### config.mk
export PLATFORM = sky130hd
export DESIGN_NAME = uart_alu_bridge
export DESIGN_NICKNAME = d
export VERILOG_FILES = /design/src/rtl/uart_alu_bridge.sv
export SDC_FILE = /design/constraint.sdc
export NUM_CORES = 1
export LEC_CHECK = 0
export BUFFER_PORTS_ARGS = -buffer_cell sky130_fd_sc_hd__buf_2
export CAP_MARGIN = 10
export CORE_MARGIN = 8
export CORE_UTILIZATION = 50
export DETAILED_ROUTE_END_ITERATION = 10
export GPL_TIMING_DRIVEN = 0
export PLACE_DENSITY = 0.84
export SLEW_MARGIN = 20
export SYNTH_ARGS = -nofsm -noshare
export SYNTH_HDL_FRONTEND = slang
export SYNTH_SLANG_ARGS = --single-unit
### constraint.sdc
create_clock -name clock -period 2.6 [get_ports clock]
set_clock_uncertainty 0.2 [all_clocks]
set_input_delay 0.39 -clock clock [delete_from_list [all_inputs] [get_ports clock]]
set_output_delay 0.39 -clock clock [all_outputs]
set_load 0.03 [all_outputs]
### src/rtl/uart_alu_bridge.sv
// uart_alu_bridge: frames UART RX bytes into ALU operand A/B/opcode, queues each ALU result
// in a small TX FIFO and drains it to the UART TX. Optional inter-byte timeout: UART_AUX_TIMEOUT_EN.

module uart_alu_bridge #(
  parameter int N_BITS_DATA    = 8,
  parameter int N_BITS_OP      = 6,
  parameter int FIFO_ADDR_BITS = 2,
  parameter int TIMEOUT_CYCLES = 1000000
) (
  input  logic                   clock,
  input  logic                   reset,
  input  logic [N_BITS_DATA-1:0] rx_data_i,
  input  logic                   rx_done_i,
  output logic [N_BITS_DATA-1:0] alu_a_o,
  output logic [N_BITS_DATA-1:0] alu_b_o,
  output logic [N_BITS_OP-1:0]   alu_op_o,
  input  logic [N_BITS_DATA-1:0] alu_result_i,
  output logic                   tx_start_o,
  output logic [N_BITS_DATA-1:0] tx_data_o,
  input  logic                   tx_done_i,
  output logic                   fifo_full_o,
  output logic                   overrun_o,
  output logic                   timeout_o
);

  localparam int DEPTH = 1 << FIFO_ADDR_BITS;
  localparam logic [FIFO_ADDR_BITS:0] CNT_FULL = (FIFO_ADDR_BITS+1)'(DEPTH);

  typedef enum logic [1:0] {GET_A, GET_B, GET_OP, EXEC} rxState_t;
  typedef enum logic {TX_IDLE, TX_WAIT} txState_t;

  rxState_t rxState_q, rxState_d;
  txState_t txState_q, txState_d;
  logic [N_BITS_DATA-1:0] aluA_q, aluA_d;
  logic [N_BITS_DATA-1:0] aluB_q, aluB_d;
  logic [N_BITS_OP-1:0]   aluOp_q, aluOp_d;
  logic [N_BITS_DATA-1:0] txData_q, txData_d;
  logic txStart_q, txStart_d;
  logic fifoFull_q, fifoFull_d;
  logic overrun_q, overrun_d;
  logic [FIFO_ADDR_BITS-1:0] wrPtr_q, wrPtr_d;
  logic [FIFO_ADDR_BITS-1:0] rdPtr_q, rdPtr_d;
  logic [FIFO_ADDR_BITS:0]   count_q, count_d;
  logic [N_BITS_DATA-1:0]    mem_q [DEPTH];
  logic push, pop, doWrite, tmoHit;

`ifdef UART_AUX_TIMEOUT_EN
  localparam int TMO_W = (TIMEOUT_CYCLES > 1) ? $clog2(TIMEOUT_CYCLES) : 1;
  localparam logic [TMO_W-1:0] TMO_LAST = TMO_W'(TIMEOUT_CYCLES - 1);

  logic [TMO_W-1:0] tmoCnt_q;
  logic timeout_q;
  logic waitingOperand;

  // The counter only runs while a frame is partially received; any byte restarts it.
  assign waitingOperand = (rxState_q == GET_B) || (rxState_q == GET_OP);
  assign tmoHit = waitingOperand && !rx_done_i && (tmoCnt_q == TMO_LAST);

  always_ff @(posedge clock) begin
    if (reset) begin
      tmoCnt_q  <= '0;
      timeout_q <= 1'b0;
    end else begin
      timeout_q <= tmoHit;
      if (!waitingOperand || rx_done_i || tmoHit) tmoCnt_q <= '0;
      else tmoCnt_q <= tmoCnt_q + TMO_W'(1);
    end
  end

  assign timeout_o = timeout_q;
`else
  assign tmoHit    = 1'b0;
  assign timeout_o = 1'b0;
`endif

  always_comb begin
    rxState_d = rxState_q;
    aluA_d    = aluA_q;
    aluB_d    = aluB_q;
    aluOp_d   = aluOp_q;
    case (rxState_q)
      GET_A: begin
        if (rx_done_i) begin
          aluA_d    = rx_data_i;
          rxState_d = GET_B;
        end
      end
      GET_B: begin
        if (rx_done_i) begin
          aluB_d    = rx_data_i;
          rxState_d = GET_OP;
        end else if (tmoHit) begin
          rxState_d = GET_A;
        end
      end
      GET_OP: begin
        if (rx_done_i) begin
          aluOp_d   = rx_data_i[N_BITS_OP-1:0];
          rxState_d = EXEC;
        end else if (tmoHit) begin
          rxState_d = GET_A;
        end
      end
      EXEC:    rxState_d = GET_A;
      default: rxState_d = GET_A;
    endcase
  end

  // A write into a full FIFO still lands when the TX side frees a slot in the same cycle.
  assign push    = (rxState_q == EXEC);
  assign pop     = (txState_q == TX_IDLE) && (count_q != '0);
  assign doWrite = push && (!fifoFull_q || pop);

  always_comb begin
    wrPtr_d   = wrPtr_q;
    rdPtr_d   = rdPtr_q;
    count_d   = count_q;
    overrun_d = overrun_q | (push & fifoFull_q & ~pop);
    if (doWrite) wrPtr_d = wrPtr_q + FIFO_ADDR_BITS'(1);
    if (pop)     rdPtr_d = rdPtr_q + FIFO_ADDR_BITS'(1);
    if (doWrite && !pop)      count_d = count_q + (FIFO_ADDR_BITS+1)'(1);
    else if (!doWrite && pop) count_d = count_q - (FIFO_ADDR_BITS+1)'(1);
    fifoFull_d = (count_d == CNT_FULL);
  end

  always_comb begin
    txState_d = txState_q;
    txData_d  = txData_q;
    txStart_d = 1'b0;
    case (txState_q)
      TX_IDLE: begin
        if (pop) begin
          txData_d  = mem_q[rdPtr_q];
          txStart_d = 1'b1;
          txState_d = TX_WAIT;
        end
      end
      TX_WAIT: begin
        if (tx_done_i) txState_d = TX_IDLE;
      end
      default: txState_d = TX_IDLE;
    endcase
  end

  always_ff @(posedge clock) begin
    if (reset) begin
      rxState_q  <= GET_A;
      txState_q  <= TX_IDLE;
      aluA_q     <= '0;
      aluB_q     <= '0;
      aluOp_q    <= '0;
      txData_q   <= '0;
      txStart_q  <= 1'b0;
      fifoFull_q <= 1'b0;
      overrun_q  <= 1'b0;
      wrPtr_q    <= '0;
      rdPtr_q    <= '0;
      count_q    <= '0;
    end else begin
      rxState_q  <= rxState_d;
      txState_q  <= txState_d;
      aluA_q     <= aluA_d;
      aluB_q     <= aluB_d;
      aluOp_q    <= aluOp_d;
      txData_q   <= txData_d;
      txStart_q  <= txStart_d;
      fifoFull_q <= fifoFull_d;
      overrun_q  <= overrun_d;
      wrPtr_q    <= wrPtr_d;
      rdPtr_q    <= rdPtr_d;
      count_q    <= count_d;
    end
  end

  // Storage needs no reset: only slots covered by the count are ever read.
  always_ff @(posedge clock) begin
    if (doWrite) mem_q[wrPtr_q] <= alu_result_i;
  end

  assign alu_a_o     = aluA_q;
  assign alu_b_o     = aluB_q;
  assign alu_op_o    = aluOp_q;
  assign tx_start_o  = txStart_q;
  assign tx_data_o   = txData_q;
  assign fifo_full_o = fifoFull_q;
  assign overrun_o   = overrun_q;

endmodule

# Yosys cells after proc, flatten, opt, wreduce, memory -nomap -nowiden
# Memories as Yosys holds them, arrays and structs flattened. A register that Yosys moved wholly into a read port is not among the register bits.
# Index checks and enable logic that the tools add are counted.
[word_totals]
in_bits = 20
output_inout_bits = 34
wordCells = 55
ff_bits = 35
ram_bits = 32
mem_count = 1
[memory_table]
columns = ["memory", "depth", "word_bits", "rd", "rd_ports_with_merged_regs", "write_ports", "line", "source"]
rows = [
  ["mem_q", 4, 8, 1, 1, 1, "44", "logic [N_BITS_DATA-1:0] mem_q [DEPTH];"],
]
[op_classes]
n_bitwise = 5
reduce_logical = 16
n_addsub = 4
n_eq_ne = 7
mux = 11
[ops]
columns = ["operator", "n"]
rows = [
  ["2-bit case mux with 4 select lines", 1],
  ["2-bit AND reduction", 4],
  ["2-bit 2-to-1 mux", 3],
  ["3-bit 2-to-1 mux", 2],
  ["2-bit inequality test, second input constant", 3],
  ["2-bit by 1-bit adder with 2-bit output, second input constant", 2],
  ["2-bit equality test, second input constant", 2],
  ["1-bit logical AND", 4],
  ["1-bit 2-to-1 mux", 4],
  ["3-bit by 1-bit adder with 3-bit output, second input constant", 1],
  ["3-bit equality test, second input constant", 1],
  ["1-bit zero test", 3],
  ["3-bit AND reduction", 1],
  ["3-bit nonzero test", 1],
  ["3-bit by 1-bit subtractor with 3-bit output, second input constant", 1],
  ["1-bit AND", 2],
  ["2-bit by 1-bit equality test with 1-bit output, second input constant", 1],
  ["2-bit zero test", 1],
  ["1-bit NOT", 2],
  ["1-bit case mux with 2 select lines", 1],
  ["2-bit OR reduction", 1],
  ["1-bit logical OR", 1],
  ["1-bit bitwise OR", 1],
]

# Depth between registers and ports, before layout
[depth]
word_depth = 9
depth_mapped = 7
depth_no_buf = 6

# Least setup slack after synthesis
# No wires, ideal clock.
[synth_timing]
path_type = "register to register"
startpoint = "register count_q[0]"
endpoint = "memory mem_q[0][0], enable pin"
required_time_ns = 2.068
slack_ns = 0.591
arrival_ns = 1.477
path_buffers = 0
stages_incl_launch_ff = 6
cell_sequence = "dfxtp_1 inv_1 ha_1 nor2b_1 o21ai_0 and3_1"
[synth_via]
elab_chain_len = 6
[synth_rtl]
columns = ["item", "line", "source"]
rows = [
  ["from (decl)", "43", "logic [FIFO_ADDR_BITS:0] count_q, count_d;"],
  ["from (signal assigned)", "171", "count_q <= count_d;"],
  ["3-bit nonzero test", "111", "assign pop = (txState_q == TX_IDLE) && (count_q != '0);"],
  ["1-bit logical AND", "111", ""],
  ["1-bit logical OR", "112", "assign doWrite = push && (!fifoFull_q || pop);"],
  ["1-bit logical AND", "112", ""],
  ["1-bit 2-to-1 mux", "177", "if (doWrite) mem_q[wrPtr_q] <= alu_result_i;"],
  ["1-bit 2-to-1 mux (not written as such)", "177", ""],
  ["to (decl)", "44", ""],
]
# Every way passes these cells.

# Worst setup path after layout
[layout_timing]
startpoint = "register count_q[1]"
endpoint = "memory mem_q[2][3], enable pin"
# Same word-level chain as after synthesis.

==> metrics.cfg <==
[run_status]
status=complete, no violations

[synthesis]
synth-compound-area-share=0.09478
ys_ff_latch=75
synth_top_family_by_area=simple AND/OR/NAND/NOR gates
syn_nets=304
synth_edf_count=32
syn_area_um2=3023
yosys_warnings=0
synthSimpleGateAreaFrac=0.1461
synth.most_common_cell=nand2_1
yosys-top-cells-count=44 x nand2_1, 43 x dfxtp_1, 36 x a21oi_1, 32 x edfxtp_1, 26 x nand3_1
synthArstFlopShare=0
yosys.area.top_type=edfxtp_1
yosys.area.top_type_share=0.3179
synth-main-ff-cell=dfxtp_1
synth_xor_area_frac=0.005795
synth_mux_area_frac=0.06291
synthTopCellsByArea=edfxtp_1 32%, dfxtp_1 28%, a21oi_1 6.0%, mux4_2 6.0%, nand2_1 5.5%
synthAdderAreaFrac=0.04967
syn-mean-instance-area_um2=11.11
synthCells=272
synth.distinct_cells=34
yosysSeqAreaShare=0.6026

[sta]
fin_crit_ns=2.440
finalSetupTns_ns=0
relSlewSlack=0.6350
whs_ns=0.04001
hold_violations=0
rsz0062_at_grt=no
tightestPinTransition_ns=0.5418
setup_viol=0
max_freq_mhz=409.9
slew_viol_final=0
period_share=0.9384

[worst_hold_path]
min_from=alu_result_i[4]
min-delay-path-class=in2reg
hold_path_end=mem_q[0][4]$_DFFE_PP_
min_path_cells=1

[drt]
dr.pass1.iters=4
drt_wl_total_um=6444
vias=2199
wl_per_cell_um=15.60
ant_nets=0
first_iter_violations=143
drc_errors=0
vias_per_cell=5.324

[worst_setup_path]
path_max_fanout=8
arrival_ns=2.25
crit_path_start_kind=register
cp_slowest_stage_delay_ns=0.50
cp-end-kind=register
cp_cell_sequence=inv_1 -> ha_1 -> nor2b_1 -> o21ai_0 -> and3_1
r2r_start=count_q[1]$_SDFF_PP0_
reg2reg_slack_ns=0.16
timing.rr.end=mem_q[2][3]$_DFFE_PP_
cp_slowest_cell=and3_1
worst-endpoint-required_ns=2.41
reg2reg_depth=5
crit_type=reg2reg

[die]
core_area_um2=5886
pin_count=54
rows=28
die_h_um=93.76
start_util=0.5136
die_area_um2=8790
die_w_um=93.76

[power_and_ir_drop]
leakage_nw=1.397
peakVddDrop_mv=0.7498
power_density_nw_per_um2=1033

[clock_network]
holdBufCountCts=0
clock-sinks=75
cts_tree=yes
cts_max_path_buffers=2
cts_setup_buffers=0
clock_tree.root_cell=clkbuf_8
insertion_delay_ns=0.36
cts_resized=0
htreeDepth=3
clk_pin_slew_worst_paths_ns=0.08
numCtsBuffers=9

[placed_design]
place.gp.congestion=0.8237
post-place-cells=397
place_area_um2=3367
io_buffers=50
hpwlAfterDp_um=4571

[global_routing]
grt_pass1_wl_um=10290
grt_pass1_vias=2169
antenna_found_initial=0
grt_max_degree=16
grt_usage=0.1530
overflow=0

[layout]
fillers=489
areaGrowthSynthToFinish_pct=18.25
layout-drive-gt1-share=0.2337
final_core_util=0.6074
final_cell_area_um2=3575
finish.net_count=365
fin_cells=413
diodes=0

[job]
cap_violations=0

==> where the power goes <==
part / leakage, nW / total, W / internal (W) / switching, W
Combinational: 0.655 / 0.00125 / 0.000437 / 0.000811
Clock: 0.102 / 0.000933 / 0.000459 / 0.000474
Sequential: 0.640 / 0.00151 / 0.00140 / 0.000115
==> worst max-delay path, delay by kind of cell, from the launching register on <==
| kind | cells | cell delay (ns) |
|---|---|---|
| buffers and inverters | 1 | 0.10 |
| adders and majority gates | 1 | 0.25 |
| DFF | 1 | 0.41 |
| and+or+nand+nor | 2 | 0.68 |
| AOI/OAI and AO/OA | 1 | 0.46 |
==> logic make-up (layout without fill, tap and decap cells) <==
kind of cell,count (synthesis),after routing
buf+inv,26,92
mux,9,9
fa+ha+maj,12,12
xor+xnor,2,2
compound gates,51,51
simple gates,96,96
flops,75,75
other cells,1,1
==> worst max-delay path by stage <==
stage / start / end / slack, ns / cells after the start
after global routing: count_q[1]$_SDFF_PP0_ / mem_q[2][3]$_DFFE_PP_ / 0.05 / 5
after CTS: count_q[1]$_SDFF_PP0_ / mem_q[0][2]$_DFFE_PP_ / 0.18 / 5
after detailed placement: count_q[1]$_SDFF_PP0_ / mem_q[0][2]$_DFFE_PP_ / 0.20 / 5
final: count_q[1]$_SDFF_PP0_ / mem_q[2][3]$_DFFE_PP_ / 0.16 / 5
after global placement: count_q[1]$_SDFF_PP0_ / mem_q[0][1]$_DFFE_PP_ / 0.24 / 5
after floorplan: count_q[0]$_SDFF_PP0_ / mem_q[0][0]$_DFFE_PP_ / 0.59 / 5
==> layer usage <==
metal | up-vias | track usage | wire (um)
met2 | 65 | 0.2555 | 3116
met3 | 6 | 0.07594 | 510
met5 | - | 0 | 0
met1 | 1044 | 0.1649 | 2729
li1 | 1084 | - | -
met4 | 0 | 0.05020 | 87
==> placed cells by master (no fill, tap or decap), types with 2 or more instances in the layout <==
master,count
buf_2,52
nand2_1,44
dfxtp_1,43
a21oi_1,36
edfxtp_1,32
nand3_1,26
clkbuf_1,13
ha_1,12
inv_1,9
clkbuf_8,9
o21ai_0,8
mux4_2,8
nor2_1,7
nor3_1,6
and3_1,5
nor2b_1,2
inv_6,2
clkinv_4,2
==> flip-flops by register name, summed over array words and instances (netlist names) <==
| name | flops |
|---|---|
| rxState_q | 2 |
| count_q | 3 |
| tx_start_o | 1 |
| txState_q | 1 |
| tx_data_o | 8 |
| rdPtr_q | 2 |
| alu_b_o | 8 |
| alu_a_o | 8 |
| wrPtr_q | 2 |
| mem_q | 32 |
| fifo_full_o | 1 |
| alu_op_o | 6 |
| overrun_o | 1 |
==> cell type report <==
cell class                 instances  area (um^2)  area share
timing repair buffer              50        250.2     0.07000
sequential                        75         1822      0.5096
tap                               75        93.84     0.02625
buffer                            17        77.57     0.02170
clock inverter                     7        83.83     0.02345
inverter                           9        33.78    0.009450
clock buffer                       9        123.9     0.03465
multi-input combinational        171         1090      0.3049
==> stage by stage <==
| stage | power, W | setup slack [ns] |
|---|---|---|
| 2_1_floorplan | 0.002452 | 0.5909 |
| 3_3_place_gp | 0.002735 | 0.2396 |
| 3_5_place_dp | 0.002776 | 0.2033 |
| 4_1_cts | 0.003709 | 0.1762 |
| 5_1_grt | 0.003909 | 0.05340 |
| 6_report | 0.003694 | 0.1602 |
No activity file was read; power rests on OpenSTA's default activity.
